$ cat config.mk
export PLATFORM = sky130hd
export DESIGN_NAME = sar_dac_comp_iface
export DESIGN_NICKNAME = d
export VERILOG_FILES = /design/src/rtl/sar_pkg.sv /design/src/rtl/sar_sync.sv /design/src/rtl/sar_dac_comp_iface.sv
export SDC_FILE = /design/constraint.sdc
export NUM_CORES = 1
export LEC_CHECK = 0
export ABC_AREA = 1
export BUFFER_PORTS_ARGS = -buffer_cell sky130_fd_sc_hd__buf_2
export CORE_UTILIZATION = 45
export DETAILED_ROUTE_END_ITERATION = 8
export PLACE_DENSITY = 0.69
export SYNTH_ARGS = -nofsm -noshare
export SYNTH_HDL_FRONTEND = slang
export SYNTH_SLANG_ARGS = --single-unit
export TNS_END_PERCENT = 20
$ cat constraint.sdc
create_clock -name clk -period 1.7 [get_ports clk]
set_clock_uncertainty 0.2 [all_clocks]
set_input_delay 0.17 -clock clk [delete_from_list [all_inputs] [get_ports clk]]
set_output_delay 0.17 -clock clk [all_outputs]
set_load 0.01 [all_outputs]
$ cat src/rtl/sar_pkg.sv
// Shared SAR definitions: interface FSM states and the code width used with sar_fsm.
package sar_pkg;

  localparam int unsigned SAR_WIDTH = 8;

  typedef enum logic [2:0] {
    IDLE,
    LOAD,
    SETTLE,
    SAMPLE,
    DECIDE
  } sar_if_state_t;

endpackage

$ cat src/rtl/sar_sync.sv
// Multi-flop single-bit synchronizer for the asynchronous comparator output.
module sar_sync #(
  parameter int unsigned STAGES = 2
) (
  input  logic clk,
  input  logic reset,
  input  logic d,
  output logic q
);

  logic [STAGES-1:0] chain;

  // Shift the raw input through the chain; only the last flop is observed.
  always_ff @(posedge clk) begin
    if (!reset) chain <= '0;
    else        chain <= {chain[STAGES-2:0], d};
  end

  assign q = chain[STAGES-1];

endmodule

$ cat src/rtl/sar_dac_comp_iface.sv
// Analog-side responder for the SAR controller: loads each trial code into the DAC,
// waits for settling, majority-votes the synchronized comparator and reports the
// decision; also captures the final result on the rising edge of done.
module sar_dac_comp_iface
  import sar_pkg::*;
#(
  parameter int unsigned WIDTH         = SAR_WIDTH,
  parameter int unsigned SETTLE_CYCLES = 4,
  parameter int unsigned NUM_SAMPLES   = 3,
  parameter int unsigned SYNC_STAGES   = 2
) (
  input  logic             clk,
  input  logic             reset,
  input  logic             enable,
  input  logic [WIDTH-1:0] sar_trial_value,
  input  logic             done,
  input  logic             comp_raw,
  output logic [WIDTH-1:0] dac_code,
  output logic             dac_load,
  output logic             comp_out,
  output logic             comp_valid,
  output logic [WIDTH-1:0] result,
  output logic             result_valid,
  output logic             busy
);

  localparam int unsigned SET_W  = $clog2(SETTLE_CYCLES + 1);
  localparam int unsigned SMP_W  = $clog2(NUM_SAMPLES + 1);
  localparam int unsigned VOTE_W = $clog2(NUM_SAMPLES + 1);

  localparam logic [SET_W-1:0]  SETTLE_LAST = SET_W'(SETTLE_CYCLES - 1);
  localparam logic [SMP_W-1:0]  SAMPLE_LAST = SMP_W'(NUM_SAMPLES - 1);
  localparam logic [VOTE_W-1:0] VOTE_HALF   = VOTE_W'(NUM_SAMPLES / 2);

  sar_if_state_t     state, state_d;
  logic [SET_W-1:0]  settle_cnt, settle_cnt_d;
  logic [SMP_W-1:0]  sample_cnt, sample_cnt_d;
  logic [VOTE_W-1:0] ones, ones_d;
  logic              first_trial, first_trial_d;
  logic              done_q;

  logic [WIDTH-1:0]  dac_code_d, result_d;
  logic              dac_load_d, comp_out_d, comp_valid_d, result_valid_d, busy_d;

  logic              comp_sync;
  logic              done_rise_c;
  logic              trial_diff_c;

  sar_sync #(
    .STAGES (SYNC_STAGES)
  ) u_sync (
    .clk   (clk),
    .reset (reset),
    .d     (comp_raw),
    .q     (comp_sync)
  );

  assign done_rise_c  = done & ~done_q;
  assign trial_diff_c = (sar_trial_value != dac_code);

  // State, counters and all output registers.
  always_ff @(posedge clk) begin
    if (!reset) begin
      state        <= IDLE;
      settle_cnt   <= '0;
      sample_cnt   <= '0;
      ones         <= '0;
      first_trial  <= 1'b1;
      done_q       <= 1'b0;
      dac_code     <= '0;
      dac_load     <= 1'b0;
      comp_out     <= 1'b0;
      comp_valid   <= 1'b0;
      result       <= '0;
      result_valid <= 1'b0;
      busy         <= 1'b0;
    end else begin
      state        <= state_d;
      settle_cnt   <= settle_cnt_d;
      sample_cnt   <= sample_cnt_d;
      ones         <= ones_d;
      first_trial  <= first_trial_d;
      done_q       <= done;
      dac_code     <= dac_code_d;
      dac_load     <= dac_load_d;
      comp_out     <= comp_out_d;
      comp_valid   <= comp_valid_d;
      result       <= result_d;
      result_valid <= result_valid_d;
      busy         <= busy_d;
    end
  end

  // Next state: done edge beats disable, which beats a trial change.
  always_comb begin
    state_d = state;
    if (done_rise_c) begin
      state_d = IDLE;
    end else if ((state != IDLE) && !enable) begin
      state_d = IDLE;
    end else begin
      case (state)
        IDLE:    if (enable && (first_trial || trial_diff_c)) state_d = LOAD;
        LOAD:    state_d = SETTLE;
        SETTLE:  if (trial_diff_c)                   state_d = LOAD;
                 else if (settle_cnt == SETTLE_LAST) state_d = SAMPLE;
        SAMPLE:  if (trial_diff_c)                   state_d = LOAD;
                 else if (sample_cnt == SAMPLE_LAST) state_d = DECIDE;
        DECIDE:  state_d = IDLE;
        default: state_d = IDLE;
      endcase
    end
  end

  // Next values for counters, vote and outputs; any abort clears the vote.
  always_comb begin
    settle_cnt_d   = '0;
    sample_cnt_d   = '0;
    ones_d         = '0;
    first_trial_d  = first_trial;
    dac_code_d     = dac_code;
    dac_load_d     = 1'b0;
    comp_out_d     = comp_out;
    comp_valid_d   = 1'b0;
    result_d       = result;
    result_valid_d = 1'b0;
    busy_d         = (state_d != IDLE);

    if ((state == SETTLE) && (state_d == SETTLE)) settle_cnt_d = settle_cnt + SET_W'(1);
    if ((state == SAMPLE) && (state_d == SAMPLE)) sample_cnt_d = sample_cnt + SMP_W'(1);
    if ((state == SAMPLE) && ((state_d == SAMPLE) || (state_d == DECIDE)))
      ones_d = ones + VOTE_W'(comp_sync);

    if ((state == LOAD) && (state_d == SETTLE)) begin
      dac_code_d    = sar_trial_value;
      dac_load_d    = 1'b1;
      first_trial_d = 1'b0;
    end

    if ((state == DECIDE) && enable && !done_rise_c) begin
      comp_out_d   = (ones > VOTE_HALF);
      comp_valid_d = 1'b1;
    end

    if (done_rise_c) begin
      result_d       = sar_trial_value;
      result_valid_d = 1'b1;
      first_trial_d  = 1'b1;
    end
  end

endmodule

==> results.toml, run 1 <==
[run]
drv_cap = 0

[synth]
yosysTopAreaCellShare = 0.477
ys_top_cells_by_area = "dfxtp_1 (48%), nand2_1 (12%), inv_1 (6.1%)"
syn_area_per_cell_um2 = 7.94
yosys_register_bits = 35
synth.yosys.seq_area_share = 0.477
yosys_warnings = 0
ys_types = 25
syn_nets = 202
syn_area_um2 = 1470
netlist_instances = 185
synth_area_leader_cell = "dfxtp_1"

[worst_setup_path]
worst-path-buf-inv = 1
crit_fanout = 5
crit_path_end_kind = "flop"
cp_cell_sequence = "nor3_2 > nor2_2 > nor3_4 > buf_4 > nand4_1 > a21oi_1"
crit_slowest_cell = "dfxtp_1"
critical_path_class = "flop to flop"
cp-start-kind = "flop"
crit_family = "simple AND/OR/NAND/NOR gates"
worstPathArrival_ns = 1.77
cp.required_ns = 1.78
cp_slowest_stage_delay_ns = 0.36

[cells_and_area]
area_growth_pct = 52.6
fin_util = 0.728
final_cell_mix = "nand2_1 (39), buf_2 (32), buf_4 (28)"
n_antenna_cell = 0
final_common_cell = "nand2_1"
final_area_um2 = 2240
final_nets = 284
drive_above_1_share = 0.429

[grt]
grt_pass1_wl_um = 5490
grt_usage = 0.219
grt-ovfl-total = 0
grt_antenna_before_repair = 0
grt_max_degree = 14
grt_pass1_vias = 1298

[routing]
drt_iter0_drc = 54
drtAntennaViolNets = 0
drc = 0
first_pass_iters = 4
detailroute.via_count = 1503
vias_per_cell = 4.82
totalWireLength_um = 3710
wl_per_cell_um = 11.9

[pwr]
leakagePower_nw = 1.10
p_total_mw = 1.61
vdd_drop_max_mv = 0.604
power_density_nw_per_um2 = 719

[clock_network]
clk_pin_slew_worst_paths_ns = 0.10
cts_root_buf = "clkbuf_4"
numCtsBuffers = 5
h-tree-depth = 2
clock_latency_ns = 0.35
clock_path_buffers = 2
cts.sinks = 35
tritoncts = "yes"

[placement]
gp_congestion = 0.859
dp_hpwl_um = 2260
dpl_worst_slack_ns = -0.0834
port_buffers = 33
dpl-instance-area_um2 = 1830

[outcome]
status = "finished, final reports clean"

[timing]
rsz0062_at_grt = "true"
post-route-period-util = 0.990
layout_setup_ws_ns = 0.0163
drv_slew = 0
worst_pin_slew_ns = 0.307
max_freq_mhz = 594
hold_viol = 0
setup_violations = 0
hold_ws_ns = 0.0716
finalCriticalPeriod_ns = 1.68
relSlewSlack = 0.794

[floorplan]
die_w_um = 59.1
rows = 20
core_um2 = 3080
die-area_um2 = 3500
start_util = 0.477
pin_count = 34
fp.dieH_um = 59.1

[worst_hold_path]
hp-class = "primary input to flop"
[layer usage]
metal | up-vias | routed length, µm | global-route usage
met3 | 4 | 209 | 0.0721
met4 | 0 | 33 | 0.105
li1 | 756 | - | -
met2 | 47 | 1860 | 0.362
met5 | - | 0 | 0
met1 | 696 | 1610 | 0.256
[through the flow]
step / cells / TNS, ns
2_1_floorplan: 185 / 0
3_3_place_gp: 281 / -0.317
3_5_place_dp: 281 / -0.520
4_1_cts: 305 / 0
5_1_grt: 312 / -0.917
6_report: 312 / 0
[flip-flops by register name, summed over array words and instances (netlist names)]
signal,count
dac_code,8
result,8
settle_cnt,3
state,3
ones,2
sample_cnt,2
u_sync.chain,2
busy,1
comp_out,1
comp_valid,1
dac_load,1
done_q,1
first_trial,1
result_valid,1
[final cells by class]
cell class                 count  area (µm²)
fill                         247         836
multi-input combinational    121         758
sequential                    35         713
timing repair buffer          77         542
inverter                      27         101
clock buffer                   7        65.1
tap                           44        55.1
clock inverter                 1        7.51
[where the power goes]
group	switching (mW)	total, mW	internal, mW
Sequential	0.0129	0.855	0.842
Combinational	0.117	0.229	0.112
Clock	0.286	0.527	0.242
[synthesized netlist by cell type]
cell,n
a21boi_1,1
a21oi_1,7
a21oi_2,1
a22o_1,5
and2_1,1
buf_2,1
buf_4,1
clkinv_1,1
dfxtp_1,35
ha_1,4
inv_1,24
inv_2,2
nand2_1,46
nand2_2,1
nand2_4,1
nand3_1,6
nand3_2,2
nand4_1,6
nor2_1,23
nor2_2,2
nor3_2,1
nor3_4,2
nor4_1,1
o21ai_0,5
xnor2_1,6
[worst reg2reg max path: stages (launching register included)]
cell     delay [ns]
dfxtp_1        0.36
nor3_2         0.21
nor2_2         0.09
nor3_4         0.26
buf_4          0.17
nand4_1        0.17
a21oi_1        0.17
[final timing paths]
kind                       from            end  slack (ns)  depth (start not counted)
setup / recovery       state[0]        ones[1]        0.02                          6
hold / removal           enable     comp_valid        0.07                          5
setup reg to reg       state[0]        ones[1]        0.02                          6
hold reg to reg   sample_cnt[0]  sample_cnt[0]        0.20                          1
[logic make-up after synthesis]
kind of cell,after synthesis,synth area share
AO/OA/AOI/OAI,19,0.0818
XOR/XNOR,6,0.0358
adder cells (fa/ha/maj),4,0.0341
buffers and inverters,29,0.0775
flip-flops,35,0.477
AND/OR/NAND/NOR,92,0.294
[repair_timing]
item	in CTS	in global routing
gates resized for setup	2	39
pin swaps	0	16
endpoints found under the setup margin	13	18
hold endpoints to repair	17	0
setup buffers	0	8
hold buffers	16	0
(Power assumes the default switching activity.)
==> run 2: changes to the inputs <==
CORE_UTILIZATION = 30   (was 45)
PLACE_DENSITY = 0.49   (was 0.69)
==> results.toml, run 2 (same netlist as run 1, synthesis figures left out) <==
[timing]
drv_slew = 0
max_freq_mhz = 583
relSlewSlack = 0.585
post-route-period-util = 1.01
finalCriticalPeriod_ns = 1.72
hold_viol = 0
setup_violations = 1
worst_pin_slew_ns = 0.620
layout_setup_ws_ns = -0.0160
final.setup.tns_ns = -0.0160
rsz0062_at_grt = "true"

[pwr]
p_total_mw = 1.64
p_int_mw = 1.23
p_switching_mw = 0.405
pwr-share-comb = 0.144
vdd_drop_max_mv = 0.510
switching_share = 0.247
power_density_nw_per_um2 = 724
p_clk_frac = 0.335
leakagePower_nw = 1.12
p_seq_frac = 0.521

[grt]
grt_pass1_wl_um = 5730
grt_antenna_before_repair = 0
grt-ovfl-total = 0
grt_pass1_vias = 1265
grt_usage = 0.145
grt_max_degree = 14

[clock_network]
numCtsBuffers = 5
cts.sinks = 35
clock_latency_ns = 0.28
clk_pin_slew_worst_paths_ns = 0.06
clock_path_buffers = 2
tritoncts = "yes"
h-tree-depth = 2
cts_root_buf = "clkbuf_8"

[routing]
vias_per_cell = 4.27
drt_iter0_drc = 83
wl_per_cell_um = 10.4
totalWireLength_um = 3530
drc = 0
drtAntennaViolNets = 0
first_pass_iters = 4
detailroute.via_count = 1442

[cells_and_area]
largestRegisters = "dac_code: 8 flops, result: 8 flops"
fin_util = 0.479
final_common_cell = "buf_4"
drive_above_1_share = 0.443
area_growth_pct = 53.9
n_antenna_cell = 0
final_cell_mix = "buf_4 (44), nand2_1 (42), buf_2 (33)"
finalNonFillerCells = 338
final_nets = 289
final_area_um2 = 2260
fillers = 479

[floorplan]
die_w_um = 72.0
core_um2 = 4720
pin_count = 34
rows = 25
start_util = 0.311
fp.dieH_um = 72.0
die-area_um2 = 5180

[worst_setup_path]
cp-start-kind = "flop"
crit_fanout = 4
cp_slowest_stage_delay_ns = 0.36
cp_cell_sequence = "nor3_4 > nor2_2 > nor3_4 > buf_6 > nand4_1 > a21oi_1"
critPathMostFrequentCell = "nor3_4"
worstPathArrival_ns = 1.73
critical_path_class = "flop to flop"
crit_slowest_cell = "dfxtp_4"
crit_path_end_kind = "flop"
cp.required_ns = 1.71

[outcome]
status = "finished, violations left"
violations = "setup timing"

[placement]
port_buffers = 33
dp_hpwl_um = 2580
gp_congestion = 0.771
placedCellCount = 320
dpl-instance-area_um2 = 1980

[run]
drv_cap = 0

[worst_hold_path]
hp-class = "primary input to flop"
## run 2: critical path: cells and delay by family, from the launching register on
kind | cells | cell delay, ns
flops | 1 | 0.36
compound gates | 1 | 0.19
simple gates | 4 | 0.73
buf+inv | 1 | 0.16
## run 2: power groups by stage
stage	clock network, mW	registers (mW)	logic, mW
global route	0.607	0.854	0.257
global placement	0	0.871	0.194
detailed placement	0	0.871	0.193
CTS	0.565	0.853	0.209
finish	0.549	0.852	0.235
floorplan	0	0.880	0.0784
## run 2: cell type report
type | instances | area [µm²] | share of cell area
sequential | 35 | 713 | 0.315
inverter | 27 | 101 | 0.0448
tap | 67 | 83.8 | 0.0371
multi-input combinational | 121 | 743 | 0.329
clock buffer | 6 | 72.6 | 0.0321
timing repair buffer | 82 | 547 | 0.242
## run 2: what timing repair did
item	4_1_cts	5_1_grt
hold buffers	4	0
setup buffers	1	7
pin swaps	11	15
endpoints found under the setup margin	16	19
gates resized for setup	12	21
endpoints found under the hold margin	4	0
## run 2: final timing paths
kind	start	endpoint	slack, ns	cells past startpoint
max	state[2]	ones[1]	-0.02	6
min	sar_trial_value[1]	dac_code[1]	0.03	4
max reg2reg	state[2]	ones[1]	-0.02	6
min reg2reg	u_sync.chain[0]	u_sync.chain[1]	0.21	2
## run 2: metal layers
metal,vias up,GRT usage,part of all wire
met5,-,0,0
met1,639,0.195,0.48
met3,8,0.0361,0.040
met4,0,0.0828,0.019
li1,761,-,-
met2,34,0.212,0.46
## run 2: through the flow
stage | setup WS, ns | hold WS, ns
after floorplan | 0.00336 | 0.0676
after global placement | -0.0399 | 0.154
after detailed placement | -0.101 | 0.157
after CTS | -0.00693 | 0.0307
after global routing | -0.130 | 0.0494
final | -0.0160 | 0.0330
==> run 3: changes to the inputs <==
ABC_AREA = unset   (was 1)
PLACE_DENSITY = 0.48   (was 0.49)
clock period = 1.61 ns   (was 1.7 ns; I/O delays follow)
==> results.toml, run 3 <==
[cells_and_area]
finalNonFillerCells = 250
area_growth_pct = 41.3
final_cell_mix = "dfxtp_1 (34), buf_2 (32), nand2_1 (20)"
drive_above_1_share = 0.320
final_nets = 218
n_antenna_cell = 0
final_common_cell = "dfxtp_1"
fillers = 421
largestRegisters = "dac_code: 8 flops, result: 8 flops"

[synth]
syn_nets = 158
synthFlopType = "dfxtp_1"
synth.yosys.seq_area_share = 0.522
synth_most_common_cell = "dfxtp_1"
yosysTopAreaCellShare = 0.522
synth_common_cells = "dfxtp_1 (35), nand2_1 (20), nor2_1 (13), mux2i_1 (9), xnor2_1 (9)"
synth_edf_count = 0
netlist_instances = 141
ys_types = 29
yosys_register_bits = 35
synthArstFlopShare = 0
synth_area_leader_cell = "dfxtp_1"
syn_area_per_cell_um2 = 9.52
yosys_warnings = 0
ys_top_cells_by_area = "dfxtp_1 (52%), mux2i_1 (6.7%), xnor2_1 (5.9%)"
syn_area_um2 = 1340

[clock_network]
h-tree-depth = 2
post-cts-setup-buffers = 0
clk_pin_slew_worst_paths_ns = 0.07
cts_root_buf = "clkbuf_8"
numCtsBuffers = 5
clock_latency_ns = 0.28
cts.sinks = 35
tritoncts = "yes"
clock_path_buffers = 2

[timing]
final.setup.tns_ns = 0
finalCriticalPeriod_ns = 1.57
hold_ws_ns = 0.0828
post-route-period-util = 0.974
worst_pin_slew_ns = 0.230
relSlewSlack = 0.846
rsz0062_at_grt = "true"
drv_slew = 0
setup_violations = 0
layout_setup_ws_ns = 0.0419
hold_viol = 0
max_freq_mhz = 638

[pwr]
switching_share = 0.231
p_int_mw = 1.27
leakagePower_nw = 0.856
power_density_nw_per_um2 = 871
pwr-share-comb = 0.108
vdd_drop_max_mv = 0.385
p_switching_mw = 0.382
p_seq_frac = 0.546
p_clk_frac = 0.346

[floorplan]
pin_count = 34
core_um2 = 4140
start_util = 0.324
rows = 23
die_w_um = 68.9
fp.dieH_um = 68.9
die-area_um2 = 4750

[routing]
drt_iter0_drc = 75
detailroute.via_count = 1184
vias_per_cell = 4.74
totalWireLength_um = 3050
drc = 0
first_pass_iters = 4
drtAntennaViolNets = 0
wl_per_cell_um = 12.2

[placement]
dpl_worst_slack_ns = -0.0637
gp_congestion = 0.743
dp_hpwl_um = 2190
placedCellCount = 232
port_buffers = 33

[worst_setup_path]
critical_path_class = "primary input to flop"
r2r-start = "settle_cnt[0]"
crit_family = "buffers and inverters"
cp.required_ns = 1.60
cp_cell_sequence = "dlygate4sd3_1 > buf_4 > nand3_1 > or4_1 > o221ai_1"
cp-start-kind = "primary input"
worstPathArrival_ns = 1.56
crit_path_start = "reset"
cp_slowest_stage_delay_ns = 0.53
crit_slowest_cell = "dlygate4sd3_1"
worst-path-buf-inv = 2
crit_fanout = 7
crit_path_end_kind = "flop"

[grt]
grt_pass1_wl_um = 4930
grt-ovfl-total = 0
grt_max_degree = 17
grt_antenna_before_repair = 0
grt_usage = 0.147
grt_pass1_vias = 1122

[worst_hold_path]
hp-class = "primary input to flop"
worstHoldStart = "enable"

[run]
drv_cap = 0

[outcome]
status = "finished, final reports clean"
run 3: cell count changes after synthesis, moves of 3 or more:
cell,previous run,this run
o21ai_0,5,0
nor4_1,1,6
a22o_1,5,0
nor2_1,23,13
mux2i_1,0,9
clkbuf_1,0,3
nand2_1,46,20
inv_1,24,4
xnor2_1,6,9
nor2b_1,0,3
run 3: worst register-to-register path: stages, from the launching register on:
cell,delay (ns)
dfxtp_1,0.33
ha_1,0.20
ha_2,0.18
or2_4,0.25
a211oi_2,0.19
o22ai_1,0.09
run 3: area by class of cell:
type,count,area (µm²),area share
clock buffers,6,72.6,0.0383
repair buffers,58,389,0.205
multi-input cells,96,652,0.344
flip-flops and latches,35,702,0.370
well taps,50,62.6,0.0330
inverters,5,18.8,0.00989
run 3: worst paths after layout:
path                                      end  cells after the start  slack, ns
worst min-delay path                 comp_out                      4       0.08
worst max-delay path                     busy                      5       0.04
worst max register to register       state[0]                      5       0.05
worst min register to register  sample_cnt[0]                      1       0.23
run 3: logic make-up after synthesis:
logic type / count (synthesis) / synth area share
flip-flops: 35 / 0.522
AND/OR/NAND/NOR: 62 / 0.228
buffers and inverters: 10 / 0.0345
AO/OA/AOI/OAI: 12 / 0.0522
adder cells (fa/ha/maj): 4 / 0.0373
XOR/XNOR: 9 / 0.0587
multiplexers: 9 / 0.0671
run 3: power by group through the flow:
stage / combinational [mW] / clock, mW / sequential [mW]
3_5_place_dp: 0.149 / 0 / 0.922
6_report: 0.178 / 0.572 / 0.903
2_1_floorplan: 0.0656 / 0 / 0.931
3_3_place_gp: 0.148 / 0 / 0.921
5_1_grt: 0.195 / 0.641 / 0.905
4_1_cts: 0.173 / 0.593 / 0.903
run 3: stage by stage:
stage / utilization / instance area (µm²) / power [mW]
floorplan: - / 1340 / 0.996
global placement: 0.396 / 1640 / 1.07
detailed placement: 0.396 / 1640 / 1.07
CTS: 0.444 / 1840 / 1.67
global route: 0.458 / 1900 / 1.74
finish: 0.458 / 1900 / 1.65
run 3: routing by layer:
layer  wire length, µm  part of all wire  track usage
met4                55             0.018       0.0612
met2              1420              0.46        0.234
met3               135             0.044       0.0526
met1              1440              0.47        0.177
met5                 0                 0            0
run 3: timing repair:
| item | in CTS | in global routing |
|---|---|---|
| setup endpoints to repair | 1 | 12 |
| pin swaps | 1 | 1 |
| resized for setup | 2 | 12 |
| hold endpoints to repair | 20 | 0 |
| hold buffers | 12 | 0 |
